--- src/rtl/instr_fetch_unit.sv ---
`default_nettype none
// ============================================================================
// Module   : instr_fetch_unit
// Brief    : Single-outstanding instruction fetcher feeding decode with
//            Instr/PC and pre-sliced Op/funct3/funct7 fields.
// Revision : 1.0 - initial release
// ============================================================================
module instr_fetch_unit #(
    parameter int              XLEN     = 32,
    parameter logic [XLEN-1:0] RESET_PC = 32'h0000_0000
) (
    input  logic            clk,
    input  logic            rst,
    output logic            imem_req_valid,
    input  logic            imem_req_ready,
    output logic [XLEN-1:0] imem_req_addr,
    input  logic            imem_rsp_valid,
    input  logic [31:0]     imem_rsp_data,
    input  logic            redirect,
    input  logic [XLEN-1:0] redirect_pc,
    output logic            instr_valid,
    input  logic            instr_ready,
    output logic [31:0]     Instr,
    output logic [XLEN-1:0] PC,
    output logic [XLEN-1:0] PCPlus4,
    output logic [6:0]      Op,
    output logic [2:0]      funct3,
    output logic [6:0]      funct7,
    output logic            misalign_err
);

    localparam logic [1:0]      C_ST_ISSUE = 2'd0;
    localparam logic [1:0]      C_ST_WAIT  = 2'd1;
    localparam logic [1:0]      C_ST_HOLD  = 2'd2;
    localparam logic [1:0]      C_ST_HALT  = 2'd3;
    localparam logic [XLEN-1:0] C_WORD     = XLEN'(4);

    logic [1:0]      state_q,    state_d;
    logic [XLEN-1:0] fetch_pc_q, fetch_pc_d;
    logic [XLEN-1:0] req_pc_q,   req_pc_d;
    logic            drop_q,     drop_d;
    logic [31:0]     instr_q,    instr_d;
    logic [XLEN-1:0] pc_q,       pc_d;
    logic            misalign_q, misalign_d;
    logic            w_misaligned;

    always_ff @(posedge clk or negedge rst) begin
        if (!rst) begin
            state_q    <= C_ST_ISSUE;
            fetch_pc_q <= RESET_PC;
            req_pc_q   <= RESET_PC;
            drop_q     <= 1'b0;
            instr_q    <= 32'h0;
            pc_q       <= RESET_PC;
            misalign_q <= 1'b0;
        end else begin
            state_q    <= state_d;
            fetch_pc_q <= fetch_pc_d;
            req_pc_q   <= req_pc_d;
            drop_q     <= drop_d;
            instr_q    <= instr_d;
            pc_q       <= pc_d;
            misalign_q <= misalign_d;
        end
    end

    assign w_misaligned = (redirect_pc[1:0] != 2'b00);

    // A redirect outranks every other event; drop_q marks the one
    // outstanding response as stale so it never reaches the buffer.
    always_comb begin
        state_d    = state_q;
        fetch_pc_d = fetch_pc_q;
        req_pc_d   = req_pc_q;
        drop_d     = drop_q;
        instr_d    = instr_q;
        pc_d       = pc_q;
        misalign_d = misalign_q;
        case (state_q)
            C_ST_ISSUE: begin
                if (redirect && w_misaligned) begin
                    misalign_d = 1'b1;
                    drop_d     = 1'b0;
                    state_d    = C_ST_HALT;
                end else if (redirect) begin
                    fetch_pc_d = redirect_pc;
                    if (imem_req_ready) begin
                        req_pc_d = fetch_pc_q;
                        drop_d   = 1'b1;
                        state_d  = C_ST_WAIT;
                    end
                end else if (imem_req_ready) begin
                    req_pc_d = fetch_pc_q;
                    state_d  = C_ST_WAIT;
                end
            end
            C_ST_WAIT: begin
                if (redirect && w_misaligned) begin
                    misalign_d = 1'b1;
                    drop_d     = 1'b0;
                    state_d    = C_ST_HALT;
                end else if (redirect) begin
                    fetch_pc_d = redirect_pc;
                    if (imem_rsp_valid) begin
                        drop_d  = 1'b0;
                        state_d = C_ST_ISSUE;
                    end else begin
                        drop_d = 1'b1;
                    end
                end else if (imem_rsp_valid) begin
                    if (drop_q) begin
                        drop_d  = 1'b0;
                        state_d = C_ST_ISSUE;
                    end else begin
                        instr_d    = imem_rsp_data;
                        pc_d       = req_pc_q;
                        fetch_pc_d = req_pc_q + C_WORD;
                        state_d    = C_ST_HOLD;
                    end
                end
            end
            C_ST_HOLD: begin
                if (redirect && w_misaligned) begin
                    misalign_d = 1'b1;
                    state_d    = C_ST_HALT;
                end else if (redirect) begin
                    fetch_pc_d = redirect_pc;
                    state_d    = C_ST_ISSUE;
                end else if (instr_ready) begin
                    state_d = C_ST_ISSUE;
                end
            end
            default: begin
                state_d = C_ST_HALT;
            end
        endcase
    end

    // Request valid is gated by rst so nothing is requested during reset.
    always_comb begin
        imem_req_valid = rst && (state_q == C_ST_ISSUE);
        imem_req_addr  = fetch_pc_q;
        instr_valid    = (state_q == C_ST_HOLD);
        Instr          = instr_q;
        PC             = pc_q;
        PCPlus4        = pc_q + C_WORD;
        Op             = instr_q[6:0];
        funct3         = instr_q[14:12];
        funct7         = instr_q[31:25];
        misalign_err   = misalign_q;
    end

endmodule
`default_nettype wire
--- config.mk ---
export PLATFORM = sky130hd
export DESIGN_NAME = instr_fetch_unit
export DESIGN_NICKNAME = d
export VERILOG_FILES = /design/src/rtl/instr_fetch_unit.sv
export SDC_FILE = /design/constraint.sdc
export NUM_CORES = 1
export LEC_CHECK = 0
export BUFFER_PORTS_ARGS = -buffer_cell sky130_fd_sc_hd__buf_2
export CORE_MARGIN = 8
export CORE_UTILIZATION = 55
export DETAILED_ROUTE_END_ITERATION = 12
export GPL_TIMING_DRIVEN = 0
export PLACE_DENSITY = 0.86
export SYNTH_ARGS = -nofsm -noshare
export SYNTH_HDL_FRONTEND = slang
export SYNTH_SLANG_ARGS = --single-unit
--- constraint.sdc ---
create_clock -name clk -period 2.9 [get_ports clk]
set_input_delay 0.145 -clock clk [delete_from_list [all_inputs] [get_ports clk]]
set_output_delay 0.145 -clock clk [all_outputs]
set_load 0.01 [all_outputs]
# After elaboration in Yosys (flattened, before gate mapping)
# Cells that the tools add are included.
# W data, S select, Z words.
[op_classes]
n_bitwise = 3
n_eq_ne = 12
mux = 26
add_sub_neg = 2
n_reduce_logical = 14
[op_table]
columns = ["op", "n"]
rows = [
  ["$mux W32", 6],
  ["$add A32 B3 Y32 const B", 2],
  ["$pmux W32 S2", 1],
  ["$mux W2", 10],
  ["$ne A3 B3 Y1 const B", 5],
  ["$mux W1", 7],
  ["$pmux W2 S3", 1],
  ["$reduce_and A3 Y1", 2],
  ["$reduce_and A6 Y1", 1],
  ["$reduce_bool A2 Y1", 3],
  ["$reduce_and A5 Y1", 1],
  ["$ne A2 B2 Y1 const B", 2],
  ["$ne A4 B2 Y1 const B", 1],
  ["$ne A4 B4 Y1 const B", 1],
  ["$reduce_and A4 Y1", 1],
  ["$not A1 Y1", 3],
  ["$reduce_or A3 Y1", 1],
  ["$eq A2 B1 Y1 const B", 1],
  ["$eq A2 B2 Y1 const B", 1],
  ["$logic_and A1 B1 Y1", 2],
  ["$logic_not A2 Y1", 1],
  ["$ne A2 B1 Y1 const B", 1],
  ["$pmux W1 S2", 1],
  ["$reduce_and A2 Y1", 1],
  ["$reduce_or A2 Y1", 1],
]
[totals]
regBits = 132
wordCells = 64
out_inout_bits = 148
in_bits = 70

# Longest topological paths before layout
[logic_depth]
ltp_word = 6
depth_mapped = 8
depth_no_buf = 6

# Worst setup path before layout
# Ideal clock, no wire load.
[synth_path]
kind = "register -> output"
start = "reg pc_q[7] (netlist: PC[7])"
end = "out PCPlus4[31]"
t_required_ps = 2755
n_path_buf = 0
arrival_time_ps = 1661
path_stages_with_launch = 6
slack_ps = 1094
path_cell_list = "dfrtp_1 > and4_1 > nand4_1 > nor4_2 > nand4_1 > xnor2_1"
[synth_between]
elab_chain_cells = 1
[synth_rtl]
columns = ["element", "line", "text"]
rows = [
  ["start, declared", "43", "logic [XLEN-1:0] pc_q, pc_d;"],
  ["start signal, assigned", "62", "pc_q <= pc_d;"],
  ["$add A32 B3 Y32", "146", "PCPlus4 = pc_q + C_WORD;"],
  ["end, declared", "25", "output logic [XLEN-1:0] PCPlus4,"],
]
# No other way between the ends.

# Worst setup path after layout
[layout_path]
start = "reg pc_q[2] (netlist: PC[2])"
end = "out PCPlus4[28]"
# Same word-level chain as after synthesis.

==> impl_metrics.ini <==
[run_status]
run_status = complete, no violations

[grt]
track_usage_pct = 25.0
grt_pass1_wl_um = 31600
grt_remaining_overflow = 0
grt_pass1_vias = 6103
grt_max_degree = 77
grt_antenna_before_repair = 2

[layout]
drive_above_1_share_pct = 31.6
final_net_count = 998
syn2layout_area_growth_pct = 34.7

[floorplan]
fp-row-count = 40
io_pins = 218
dieArea_mm2 = 0.0157
coreArea_mm2 = 0.0118
die_y_um = 125
start_util_pct = 55.5
die_w_um = 125

[sta]
fmax_ghz = 0.384
rsz0062_at_grt = false
relSlewSlack_pct = 57.1
hold_violations = 0
clock_skew_ns = 0.00774
setup_ws_ns = 0.294
slew_viol_final = 0
tightest_slew_ns = 0.644
finalSetupViolations = 0
hold_ws_ns = 0.0116
fin_crit_sh_pct = 89.9
finalCriticalPeriod_ns = 2.61

[route]
via_count = 5900
drtIter0Drc = 378
vias_per_cell = 5.43
drc = 0
first_pass_iters = 5
wire_per_inst_um = 17.9
totalWireLength_um = 19400
ant_nets = 0

[critical_path]
crit_buf_inv = 1
cp-end-kind = output pin
required_ns = 2.76
path_class = register to output pin
cp_num_cells = 7
path_common_cell = nand3_1
start_kind = register
cp_slowest_stage_delay_ns = 0.42
reg2regPathDepth = 6
cpMaxStageDelayCell = dfrtp_1
path_delay_family = simple AND/OR/NAND/NOR gates
critPathMaxFanout = 4
arrival_ns = 2.46
worstPathCellList = ha_1, and4_1, nand3_1, nor4_2, nand3_1, xnor2_1, buf_2

[power_and_ir_drop]
seqPwrFrac_pct = 38.5
p_total_uw = 8180
p_per_area_mw_per_mm2 = 926
p_comb_share_pct = 34.4
power.share.switching_pct = 36.4
leakage_uw = 0.00472
clkPwrFrac_pct = 27.1
cellInternalPower_uw = 5200
p_switching_uw = 2980
peakVddDrop_mv = 0.486

[yosys]
yosys_most_used_dff = dfrtp_1
syn-num-nets = 727
netlist_instances = 655
synth_warnings = 0
synth-seq-cells = 132
synthArstFlopShare_pct = 100
synth-edff-count = 0
yosysUniqueCellTypes = 52
synth_area_mm2 = 0.00656
syn_avg_cell_area_um2 = 10.0
synth_area_leaders = dfrtp_1 (50%), mux2_1 (9.4%), nand2_1 (9.0%)
ys_seq_area_share_pct = 50.4
yosys.area.top_type = dfrtp_1
synth_top_area_share_pct = 50.4

[placement]
gp_congestion = 0.873
dpl_worst_slack_ns = 0.699
dpl.hpwl_um = 14000
io_buffers = 216

[cts]
clock_path_buffers = 2
ctsHtreeMaxLevel = 4
clock-sinks = 132
cts_tree = done
clkTransAtPathRegs_ns = 0.06
post_cts_buffers = 0
cts-root-buf = clkbuf_16
clk_latency_ns = 0.41
numCtsBuffers = 17

[job]
maxCapViolations = 0

[min_path]
holdPathStages = 3
hold_class = primary input to register
through the flow:
| step | setup TNS [ns] | util, % | cells | area [um2] |
|---|---|---|---|---|
| after global placement | -8.66 | 66.3 | 1018 | 7830 |
| after CTS | 0 | 74.7 | 1085 | 8830 |
| after detailed placement | 0 | 66.5 | 1019 | 7860 |
| after floorplan | 0 | - | 655 | 6560 |
| final | 0 | 74.8 | 1087 | 8830 |
| after global routing | 0 | 74.8 | 1087 | 8830 |
layout make-up:
class | instances | area, um2
antenna | 2 | 5.00
buffer | 49 | 292
clock buffer | 22 | 494
clock inverter | 9 | 125
fill | 806 | 2980
inverter | 9 | 33.8
multi-input combinational | 465 | 2930
sequential | 132 | 3300
tap | 147 | 184
timing repair buffer | 252 | 1470
flip-flops by register name, indices dropped and copies added, names as in the netlist:
register       cells
misalign_err       1
imem_req_addr     32
req_pc_q          32
state_q            2
Instr             32
PC                32
drop_q             1
worst paths after layout:
check	startpoint	endpoint	slack [ns]
worst min register to register	misalign_err	misalign_err	0.45
min in group asynchronous	rst	req_pc_q[6]	0.27
worst max-delay path	PC[2]	PCPlus4[28]	0.29
max in group asynchronous	rst	PC[27]	1.87
worst min-delay path	redirect_pc[30]	imem_req_addr[30]	0.01
worst max register to register	state_q[0]	PC[15]	0.63
power by group through the flow:
stage	clock network (uW)	logic, uW	registers (uW)
global route	2320	3090	3240
detailed placement	0	2770	3150
global placement	0	2690	3100
CTS	2230	2830	3130
finish	2210	2820	3150
floorplan	0	1310	3260
logic make-up (layout without fill, tap and decap cells):
kind of cell    Yosys count  count (layout)  share of synthesized area, %
other cells               0               2                             0
mux                      63              63                          10.7
simple gates            270             270                          19.8
xor+xnor                 48              48                          6.41
flops                   132             132                          50.4
buf+inv                  58             341                          4.96
compound gates           82              82                          7.40
fa+ha+maj                 2               2                         0.381
cells in the mapped netlist, types with 16 or more instances:
library cell  number
a21oi_1           16
o21ai_1           16
nand2_1          158
mux2_1            55
nor2_1            26
xnor2_1           27
buf_4             19
nand3_1           28
xor2_1            21
dfrtp_1          132
o21ai_0           22
worst register-to-register path: stages (launching register included):
cell and delay (ns):
dfrtp_1 0.40, buf_2 0.18, nand2_1 0.14, o211ai_2 0.19, nor2_2 0.49, buf_2 0.37
mux2_1 0.37
layer usage:
metal / GRT usage (%) / share of wire, % / vias to the layer above
li1: - / - / 2775
met1: 29.6 / 41 / 2856
met2: 41.7 / 49 / 229
met3: 6.80 / 7.3 / 40
met4: 11.2 / 2.9 / 0
met5: 0 / 0 / -
timing repair:
item	CTS	global route
resized for setup	0	0
endpoints found under the hold margin	90	0
hold buffers	35	0
layout by cell type (no fill, tap or decap), drive strengths merged, types with 2 or more instances in the layout:
| master | instances |
|---|---|
| nor4 | 8 |
| a31oi | 3 |
| dfrtp | 132 |
| or4 | 2 |
| a21o | 3 |
| nor3b | 4 |
| nand4 | 15 |
| a21oi | 16 |
| nand2 | 158 |
| a31o | 2 |
| and4 | 4 |
| nor3 | 5 |
| buf | 251 |
| clkinv | 4 |
| xnor2 | 27 |
| nand3b | 2 |
| ha | 2 |
| o21ai | 39 |
| inv | 9 |
| xor2 | 21 |
| mux2 | 56 |
| o211ai | 8 |
| nor2 | 27 |
| clkbuf | 37 |
| a21boi | 3 |
| o22ai | 4 |
| diode | 2 |
| nand3 | 31 |
| mux2i | 7 |
| dlygate4sd3 | 35 |
| clkinvlp | 2 |
| bufinv | 3 |
| and3 | 8 |
| nor2b | 2 |
(Power assumes the default switching activity.)
